File: config.mk
export PLATFORM = sky130hd
export DESIGN_NAME = cam_pixel_packer_flat
export DESIGN_NICKNAME = d
export VERILOG_FILES = /design/src/rtl/cam_pixel_packer_if.sv /design/src/rtl/cam_pixel_packer.sv /design/src/flat_wrapper.sv
export SDC_FILE = /design/constraint.sdc
export NUM_CORES = 1
export LEC_CHECK = 0
export ABC_AREA = 1
export CORE_ASPECT_RATIO = 0.7
export CORE_UTILIZATION = 40
export DETAILED_ROUTE_END_ITERATION = 7
export PLACE_DENSITY = 0.72
export SLEW_MARGIN = 0
export SYNTH_ARGS = -nofsm -noshare
export SYNTH_HDL_FRONTEND = slang
export SYNTH_SLANG_ARGS = --single-unit
File: constraint.sdc
create_clock -name I_pxl_clk -period 4.1 [get_ports I_pxl_clk]
set_input_delay 0.82 -clock I_pxl_clk [delete_from_list [all_inputs] [get_ports I_pxl_clk]]
set_output_delay 0.82 -clock I_pxl_clk [all_outputs]
set_load 0.05 [all_outputs]
File: src/rtl/cam_pixel_packer_if.sv
// rtl/cam_pixel_packer_if.sv - camera input bus and packed pixel output bus
// The packer is the slave; the camera/frame-buffer side is the master.
interface cam_pixel_packer_if;
  logic        I_mode;
  logic        I_vsync;
  logic        I_href;
  logic [9:0]  I_pixdata;
  logic        O_vs_n;
  logic        O_de;
  logic [15:0] O_data;

  modport master (
    output I_mode, I_vsync, I_href, I_pixdata,
    input  O_vs_n, O_de, O_data
  );

  modport slave (
    input  I_mode, I_vsync, I_href, I_pixdata,
    output O_vs_n, O_de, O_data
  );
endinterface

File: src/rtl/cam_pixel_packer.sv
// rtl/cam_pixel_packer.sv - camera byte/sample stream to cropped RGB565 pixel packer
// Frames are discarded until SYNC/SKIP complete; a short visible line drops back to SYNC.
module cam_pixel_packer #(
  parameter int H_RES       = 640,
  parameter int V_RES       = 480,
  parameter int SKIP_FRAMES = 2
) (
  input  logic              I_pxl_clk,
  input  logic              I_rst_n,
  cam_pixel_packer_if.slave bus,
  output logic              O_active,
  output logic [11:0]       O_line_len,
  output logic [11:0]       O_frame_lines,
  output logic              O_err
);

  typedef enum logic [1:0] {
    ST_SYNC   = 2'd0,
    ST_SKIP   = 2'd1,
    ST_ACTIVE = 2'd2
  } state_t;

  localparam logic [11:0] CNT_MAX  = 12'hFFF;
  localparam logic [12:0] H_LIM    = 13'(H_RES);
  localparam logic [12:0] H2_LIM   = 13'(2 * H_RES);
  localparam logic [12:0] V_LIM    = 13'(V_RES);
  localparam logic [11:0] SKIP_LIM = 12'(SKIP_FRAMES);

  function automatic logic [11:0] sat_inc(input logic [11:0] v);
    return (v == CNT_MAX) ? v : v + 12'd1;
  endfunction

  logic        vs_q, href_q;
  logic [9:0]  pix_q;
  logic        vs_prev_q, href_prev_q;

  state_t      state_q, state_d;
  logic        mode_q, mode_d;
  logic [11:0] skip_q, skip_d;
  logic        phase_q, phase_d;
  logic [7:0]  hi_q, hi_d;
  logic [11:0] x_q, x_d;
  logic [11:0] y_q, y_d;
  logic [11:0] len_q, len_d;
  logic [11:0] line_len_q, line_len_d;
  logic [11:0] frame_lines_q, frame_lines_d;
  logic        err_q, err_d;
  logic        de_q, de_d;
  logic        vs_n_q, vs_n_d;
  logic [15:0] data_q, data_d;

  logic        vs_rise, href_fall, line_short, skip_done;
  logic        sync_go, skip_step;
  logic        pix_valid, in_window;
  logic [12:0] need_len;
  logic [15:0] pix_word;
  logic        unused_pix_lsbs;

  assign unused_pix_lsbs = ^pix_q[1:0];

  always_comb begin
    vs_rise    = vs_q & ~vs_prev_q;
    href_fall  = ~href_q & href_prev_q;
    need_len   = mode_q ? H_LIM : H2_LIM;
    line_short = href_fall && ({1'b0, y_q} < V_LIM) && ({1'b0, len_q} < need_len);
    skip_done  = (sat_inc(skip_q) == SKIP_LIM);
  end

  always_ff @(posedge I_pxl_clk or negedge I_rst_n) begin
    if (!I_rst_n) begin
      state_q <= ST_SYNC;
    end else begin
      state_q <= state_d;
    end
  end

  always_comb begin
    state_d = state_q;
    case (state_q)
      ST_SYNC:   if (vs_rise) state_d = (SKIP_FRAMES == 0) ? ST_ACTIVE : ST_SKIP;
      ST_SKIP:   if (vs_rise && skip_done) state_d = ST_ACTIVE;
      ST_ACTIVE: if (line_short) state_d = ST_SYNC;
      default:   state_d = ST_SYNC;
    endcase
  end

  always_comb begin
    O_active  = (state_q == ST_ACTIVE);
    sync_go   = (state_q == ST_SYNC) && vs_rise;
    skip_step = (state_q == ST_SKIP) && vs_rise;
  end

  // Byte/sample assembly; counters run in every state so measurements stay valid.
  always_comb begin
    phase_d   = 1'b0;
    hi_d      = hi_q;
    x_d       = '0;
    len_d     = '0;
    pix_valid = 1'b0;
    pix_word  = data_q;
    if (href_q) begin
      len_d = sat_inc(len_q);
      x_d   = x_q;
      if (mode_q) begin
        pix_valid = 1'b1;
        pix_word  = {pix_q[9:5], pix_q[9:4], pix_q[9:5]};
      end else begin
        phase_d = ~phase_q;
        if (!phase_q) begin
          hi_d = pix_q[9:2];
        end else begin
          pix_valid = 1'b1;
          pix_word  = {hi_q, pix_q[9:2]};
        end
      end
      if (pix_valid) x_d = sat_inc(x_q);
    end
  end

  always_comb begin
    mode_d = sync_go ? bus.I_mode : mode_q;
    skip_d = skip_q;
    if (sync_go) begin
      skip_d = '0;
    end else if (skip_step) begin
      skip_d = sat_inc(skip_q);
    end

    in_window = O_active && ({1'b0, x_q} < H_LIM) && ({1'b0, y_q} < V_LIM);
    de_d      = pix_valid && in_window;
    data_d    = de_d ? pix_word : data_q;

    // Line length is latched before y clears so a coincident vsync rise counts the line.
    line_len_d = href_fall ? len_q : line_len_q;
    y_d        = href_fall ? sat_inc(y_q) : y_q;
    frame_lines_d = frame_lines_q;
    if (vs_rise) begin
      frame_lines_d = y_d;
      y_d           = '0;
    end

    err_d  = err_q | (O_active && line_short);
    vs_n_d = O_active ? ~vs_q : 1'b1;
  end

  always_ff @(posedge I_pxl_clk or negedge I_rst_n) begin
    if (!I_rst_n) begin
      vs_q          <= 1'b0;
      href_q        <= 1'b0;
      pix_q         <= '0;
      vs_prev_q     <= 1'b0;
      href_prev_q   <= 1'b0;
      mode_q        <= 1'b0;
      skip_q        <= '0;
      phase_q       <= 1'b0;
      hi_q          <= '0;
      x_q           <= '0;
      y_q           <= '0;
      len_q         <= '0;
      line_len_q    <= '0;
      frame_lines_q <= '0;
      err_q         <= 1'b0;
      de_q          <= 1'b0;
      vs_n_q        <= 1'b1;
      data_q        <= '0;
    end else begin
      vs_q          <= bus.I_vsync;
      href_q        <= bus.I_href;
      pix_q         <= bus.I_pixdata;
      vs_prev_q     <= vs_q;
      href_prev_q   <= href_q;
      mode_q        <= mode_d;
      skip_q        <= skip_d;
      phase_q       <= phase_d;
      hi_q          <= hi_d;
      x_q           <= x_d;
      y_q           <= y_d;
      len_q         <= len_d;
      line_len_q    <= line_len_d;
      frame_lines_q <= frame_lines_d;
      err_q         <= err_d;
      de_q          <= de_d;
      vs_n_q        <= vs_n_d;
      data_q        <= data_d;
    end
  end

  assign bus.O_vs_n    = vs_n_q;
  assign bus.O_de      = de_q;
  assign bus.O_data    = data_q;
  assign O_line_len    = line_len_q;
  assign O_frame_lines = frame_lines_q;
  assign O_err         = err_q;

endmodule
File: src/flat_wrapper.sv
// flat-port wrapper written by rule: the top's interface ports become plain ports
module cam_pixel_packer_flat 
#(
  parameter int H_RES       = 640,
  parameter int V_RES       = 480,
  parameter int SKIP_FRAMES = 2
)
  (I_pxl_clk, I_rst_n, O_active, O_line_len, O_frame_lines, O_err, bus_I_mode, bus_I_vsync, bus_I_href, bus_I_pixdata, bus_O_vs_n, bus_O_de, bus_O_data);
  cam_pixel_packer_if bus_i ();
  input  logic I_pxl_clk;
  input  logic I_rst_n;
  output logic O_active;
  output logic [11:0] O_line_len;
  output logic [11:0] O_frame_lines;
  output logic O_err;
  input wire logic [$bits(bus_i.I_mode)-1:0] bus_I_mode;
  input wire logic [$bits(bus_i.I_vsync)-1:0] bus_I_vsync;
  input wire logic [$bits(bus_i.I_href)-1:0] bus_I_href;
  input wire logic [$bits(bus_i.I_pixdata)-1:0] bus_I_pixdata;
  output wire logic [$bits(bus_i.O_vs_n)-1:0] bus_O_vs_n;
  output wire logic [$bits(bus_i.O_de)-1:0] bus_O_de;
  output wire logic [$bits(bus_i.O_data)-1:0] bus_O_data;
  assign bus_i.I_mode = bus_I_mode;
  assign bus_i.I_vsync = bus_I_vsync;
  assign bus_i.I_href = bus_I_href;
  assign bus_i.I_pixdata = bus_I_pixdata;
  assign bus_O_vs_n = bus_i.O_vs_n;
  assign bus_O_de = bus_i.O_de;
  assign bus_O_data = bus_i.O_data;
  cam_pixel_packer #(.H_RES(H_RES), .V_RES(V_RES), .SKIP_FRAMES(SKIP_FRAMES)) u_core (.I_pxl_clk(I_pxl_clk), .I_rst_n(I_rst_n), .bus(bus_i), .O_active(O_active), .O_line_len(O_line_len), .O_frame_lines(O_frame_lines), .O_err(O_err));
endmodule
* Word-level counts from Yosys, hierarchy flattened *
Cells that the tools add are included.
Widths: inputs -> output; s select.

storage, ports and cells
  output and inout bits = 44
  word-level logic and storage cells = 88
  bits in registers = 117
  input port bits = 15

operators by class
  add/sub/neg operators = 4
  magnitude comparators = 3
  equality and inequality tests = 13
  reduce and logical (&&, ||, !) cells = 16
  multiplexer cells = 25
  bitwise operators = 8

operators by type and width
  kind                   number
  $mux 12                11
  $add 12x1->12 const B  4
  $eq 12x12->1 const B   4
  $mux 16                2
  $lt 12x13->1           1
  $eq 12x2->1 const B    1
  $lt 12x10->1 const B   1
  $lt 12x9->1 const B    1
  $mux 11                1
  $logic_and 1x1->1      9
  $reduce_and 3->1       3
  $ne 2x2->1 const B     4
  $mux 1                 7
  $mux 2                 3
  $pmux 2 s3             1
  $not 1->1              5
  $ne 2x1->1 const B     2
  $reduce_bool 2->1      2
  $and 1x1->1            2
  $eq 2x1->1 const B     1
  $eq 2x2->1 const B     1
  $logic_not 2->1        1
  $reduce_and 2->1       1
  $or 1x1->1             1

* Logic depth before layout (Yosys ltp) *
  depth in word-level cells = 6
  gate-level depth with buffers = 12
  mapped depth without buffers = 12

* Worst setup path after synthesis *
Ideal clock, no wire load.

  kind = flip-flop to flip-flop
  start = register u_core.mode_q
  end = register u_core.state_q[1]
  cell stages (with the launch flop) = 11
  required time = 3.983 ns
  clock period less this slack = 1.733 ns
  path buffers = 2
  slack = 2.367 ns
  arrival time = 1.616 ns
  setup time = 0.117 ns
  cells stage by stage = dfrtp_1 buf_2 clkinv_1 clkbuf_1 ha_1 inv_1 nor2_1 o21ai_0 nand3_1 nand2_1 nand2_1

between the ends
  cells in the longest elaborated chain, start to end = 5

RTL lines
  what                        RTL line                 RTL
  from (decl)                 cam_pixel_packer.sv:38   logic mode_q, mode_d;
  from (signal assigned)      cam_pixel_packer.sv:172  mode_q <= mode_d;
  $mux 11                     cam_pixel_packer.sv:64   need_len = mode_q ? H_LIM : H2_LIM;
  $lt 12x13->1                cam_pixel_packer.sv:65   line_short = href_fall && ({1'b0, y_q} < V_LIM) && ({1'b0, len_q} < need_len);
  $logic_and 1x1->1           cam_pixel_packer.sv:65
  $ne 2x2->1 (no line)        -
  $reduce_and 3->1 (no line)  -
  to (signal assigned)        cam_pixel_packer.sv:73   state_q <= state_d;
  to (decl)                   cam_pixel_packer.sv:37   state_t state_q, state_d;

No other way between the ends.
A chain may end at the register's enable or synchronous reset.

* Worst setup path in the final report *
  start = register u_core.state_q[1]
  end = output port O_active

between the ends
  cells in the longest elaborated chain, start to end = 1

RTL lines
  what        RTL line                RTL
  $eq 2x2->1  cam_pixel_packer.sv:88  O_active = (state_q == ST_ACTIVE);
  to (decl)   flat_wrapper.sv:12      output logic O_active;

No other way between the ends.

==> flow_summary.json <==
{
  "fmax_ghz": 0.363,
  "holdBufCountCts": 0,
  "htree_levels": 4,
  "setup_viol_count_final": 0,
  "syn-cell-area_um2": 5490,
  "crit_path_end_kind": "output port",
  "path_clk_slew_ns": 0.06,
  "synth_edf_count": 0,
  "yosysMostFrequentCell": "nand2_1",
  "register_area_um2": 2880,
  "dieHeight_um": 100,
  "syn_nets": 681,
  "antenna_left": 0,
  "whs_ns": 0.437,
  "cp.depth": 3,
  "place_hpwl_um": 7670,
  "synthTopCellsByArea": "dfrtp_1 (52%), nand2_1 (12%), inv_1 (4.9%)",
  "clock_skew_ns": 0.00642,
  "clock_sinks": 115,
  "cts_root_buffer": "clkbuf_16",
  "holdCritPathClass": "flip-flop to flip-flop",
  "slowest_stage": "clkdlybuf4s50_1",
  "final-max-slew-violation-count": 0,
  "netlist.area_leader.share": 0.519,
  "synth-async-reset-ratio": 1.00,
  "fin_crit_sh": 0.671,
  "drive_above_1_share": 0.106,
  "wirelength_um": 11700,
  "synth_warnings": 0,
  "core_area_um2": 13300,
  "required_ns": 3.28,
  "hold_path_depth": 0,
  "hold_violations": 0,
  "slew_headroom": 0.491,
  "crit_chain": "inv_2 -> nor2_4 -> clkdlybuf4s50_1",
  "grt_pass1_wl_um": 20100,
  "startpoint": "u_core.state_q[1]",
  "outcome": "finished clean",
  "rsz0062_at_grt": "no",
  "min_period_ns": 2.75,
  "r2r_cells": 6,
  "viasPerCell": 4.79,
  "ys_seq_area_frac": 0.524,
  "synthCells": 659,
  "grt_pass1_vias": 4171,
  "clockBufferDepth": 2,
  "io_buffers": 56,
  "nNetsFinal": 743,
  "crit_type": "flip-flop to output port",
  "worst-path-max-fanout": 5,
  "routedWlPerCell_um": 12.7,
  "ir_drop_mv": 0.479,
  "grt_max_degree": 60,
  "power_density_nw_per_um2": 594,
  "yosysTopAreaCell": "dfrtp_1",
  "multiInputGateArea_um2": 2190,
  "drt_iter0_markers": 265,
  "drc": 0,
  "tritoncts": "built",
  "io_pins": 59,
  "arrival_ns": 1.93,
  "netlist_top_cells_count": "nand2_1 (179), dfrtp_1 (114), inv_1 (71)",
  "total_power_mw": 4.05,
  "p_leak_nw": 3.21,
  "numCtsBuffers": 17,
  "fin_util": 0.513,
  "rows": 35,
  "cts_resized": 0,
  "tns_ns": 0,
  "n_antenna_cell": 0,
  "drt_pass1_iterations": 4,
  "initial_core_util": 0.414,
  "area_growth_pct": 23.9,
  "fill_cells": 1211,
  "r2r_start": "u_core.y_q[9]",
  "vias": 4404,
  "worst_pin_slew_ns": 0.764,
  "die-area_um2": 14200,
  "ys_dominant_reg_cell": "dfrtp_1",
  "synth-seq-cells": 115,
  "maxCapViolations": 0,
  "gr-total-overflow": 0,
  "syn_avg_cell_area_um2": 8.34,
  "critPathMaxStageDelay_ns": 0.83,
  "insertion_delay_ns": 0.41,
  "gp_congestion": 0.882,
  "antenna_found_initial": 0,
  "cp.buffers_inverters": 2,
  "die_x_um": 142,
  "cts_setup_buffers": 0,
  "hp-start": "u_core.vs_q",
  "cp-start-kind": "flip-flop",
  "track_usage": 0.181,
  "synthDistinctLibCells": 39,
  "cp_top_family": "buffers and inverters"
}
[final timing paths]
| check | to | slack (ns) |
|---|---|---|
| setup reg to reg | u_core.bus.O_data[8] | 1.71 |
| min in group asynchronous | u_core.O_frame_lines[6] | 0.48 |
| hold / removal | u_core.vs_prev_q | 0.44 |
| hold reg to reg | u_core.vs_prev_q | 0.44 |
| max in group asynchronous | u_core.bus.O_data[5] | 2.84 |
| setup / recovery | O_active | 1.35 |
[cell type report]
class,instances,area share
Tap cell,185,0.0340
Sequential cell,115,0.423
Timing Repair Buffer,61,0.0894
Inverter,82,0.0452
Clock buffer,20,0.0671
Multi-Input combinational cell,444,0.322
Clock inverter,12,0.0193
[power by group]
part | total (mW) | leakage, nW | switching, mW | internal [mW]
logic | 1.10 | 1.41 | 0.738 | 0.361
registers | 1.49 | 1.52 | 0.159 | 1.33
clock network | 1.46 | 0.278 | 0.533 | 0.925
[registers in the layout (all words and copies together), names as in the netlist, 2 cells and up]
signal	count
u_core.pix_q	8
u_core.x_q	12
u_core.y_q	12
u_core.hi_q	8
u_core.skip_q	12
u_core.len_q	12
u_core.bus.O_data	16
u_core.O_frame_lines	12
u_core.state_q	2
u_core.O_line_len	12
[cell families (layout without fill, tap and decap cells)]
group | count (synthesis) | in the layout | synth area share
flops | 115 | 115 | 0.524
xor+xnor | 19 | 19 | 0.0303
simple gates | 311 | 311 | 0.243
buf+inv | 100 | 175 | 0.0772
fa+ha+maj | 7 | 7 | 0.0159
compound gates | 107 | 107 | 0.109
[per-layer routing]
metal / GRT usage / part of all wire
met1: 0.266 / 0.52
met2: 0.261 / 0.42
met3: 0.0453 / 0.053
met4: 0.0596 / 0.010
met5: 0 / 0
[cells in the final DEF, fill, tap and decap left out, types with 7 or more instances in the layout]
master / netlist / routed
clkdlybuf4s50_1: 0 / 55
nor3_1: 14 / 14
o21ai_2: 10 / 10
nand3_1: 36 / 36
ha_1: 7 / 7
clkbuf_16: 0 / 17
nor2_1: 53 / 53
nand2_1: 179 / 179
inv_2: 9 / 9
dfrtp_1: 114 / 114
o22ai_1: 7 / 7
o21ai_0: 47 / 47
xor2_1: 16 / 16
nand4_1: 7 / 7
inv_1: 71 / 71
o21ai_1: 10 / 10
a21oi_1: 25 / 25
[per-stage QoR]
step,std cells,worst slack [ns],cell area [µm²]
floorplan,659,2.37,5490
detailed placement,887,1.78,6220
global placement,887,1.77,6220
finish,919,1.35,6810
CTS,919,1.34,6810
global route,919,1.27,6810
No activity file was read; power rests on OpenSTA's default activity.
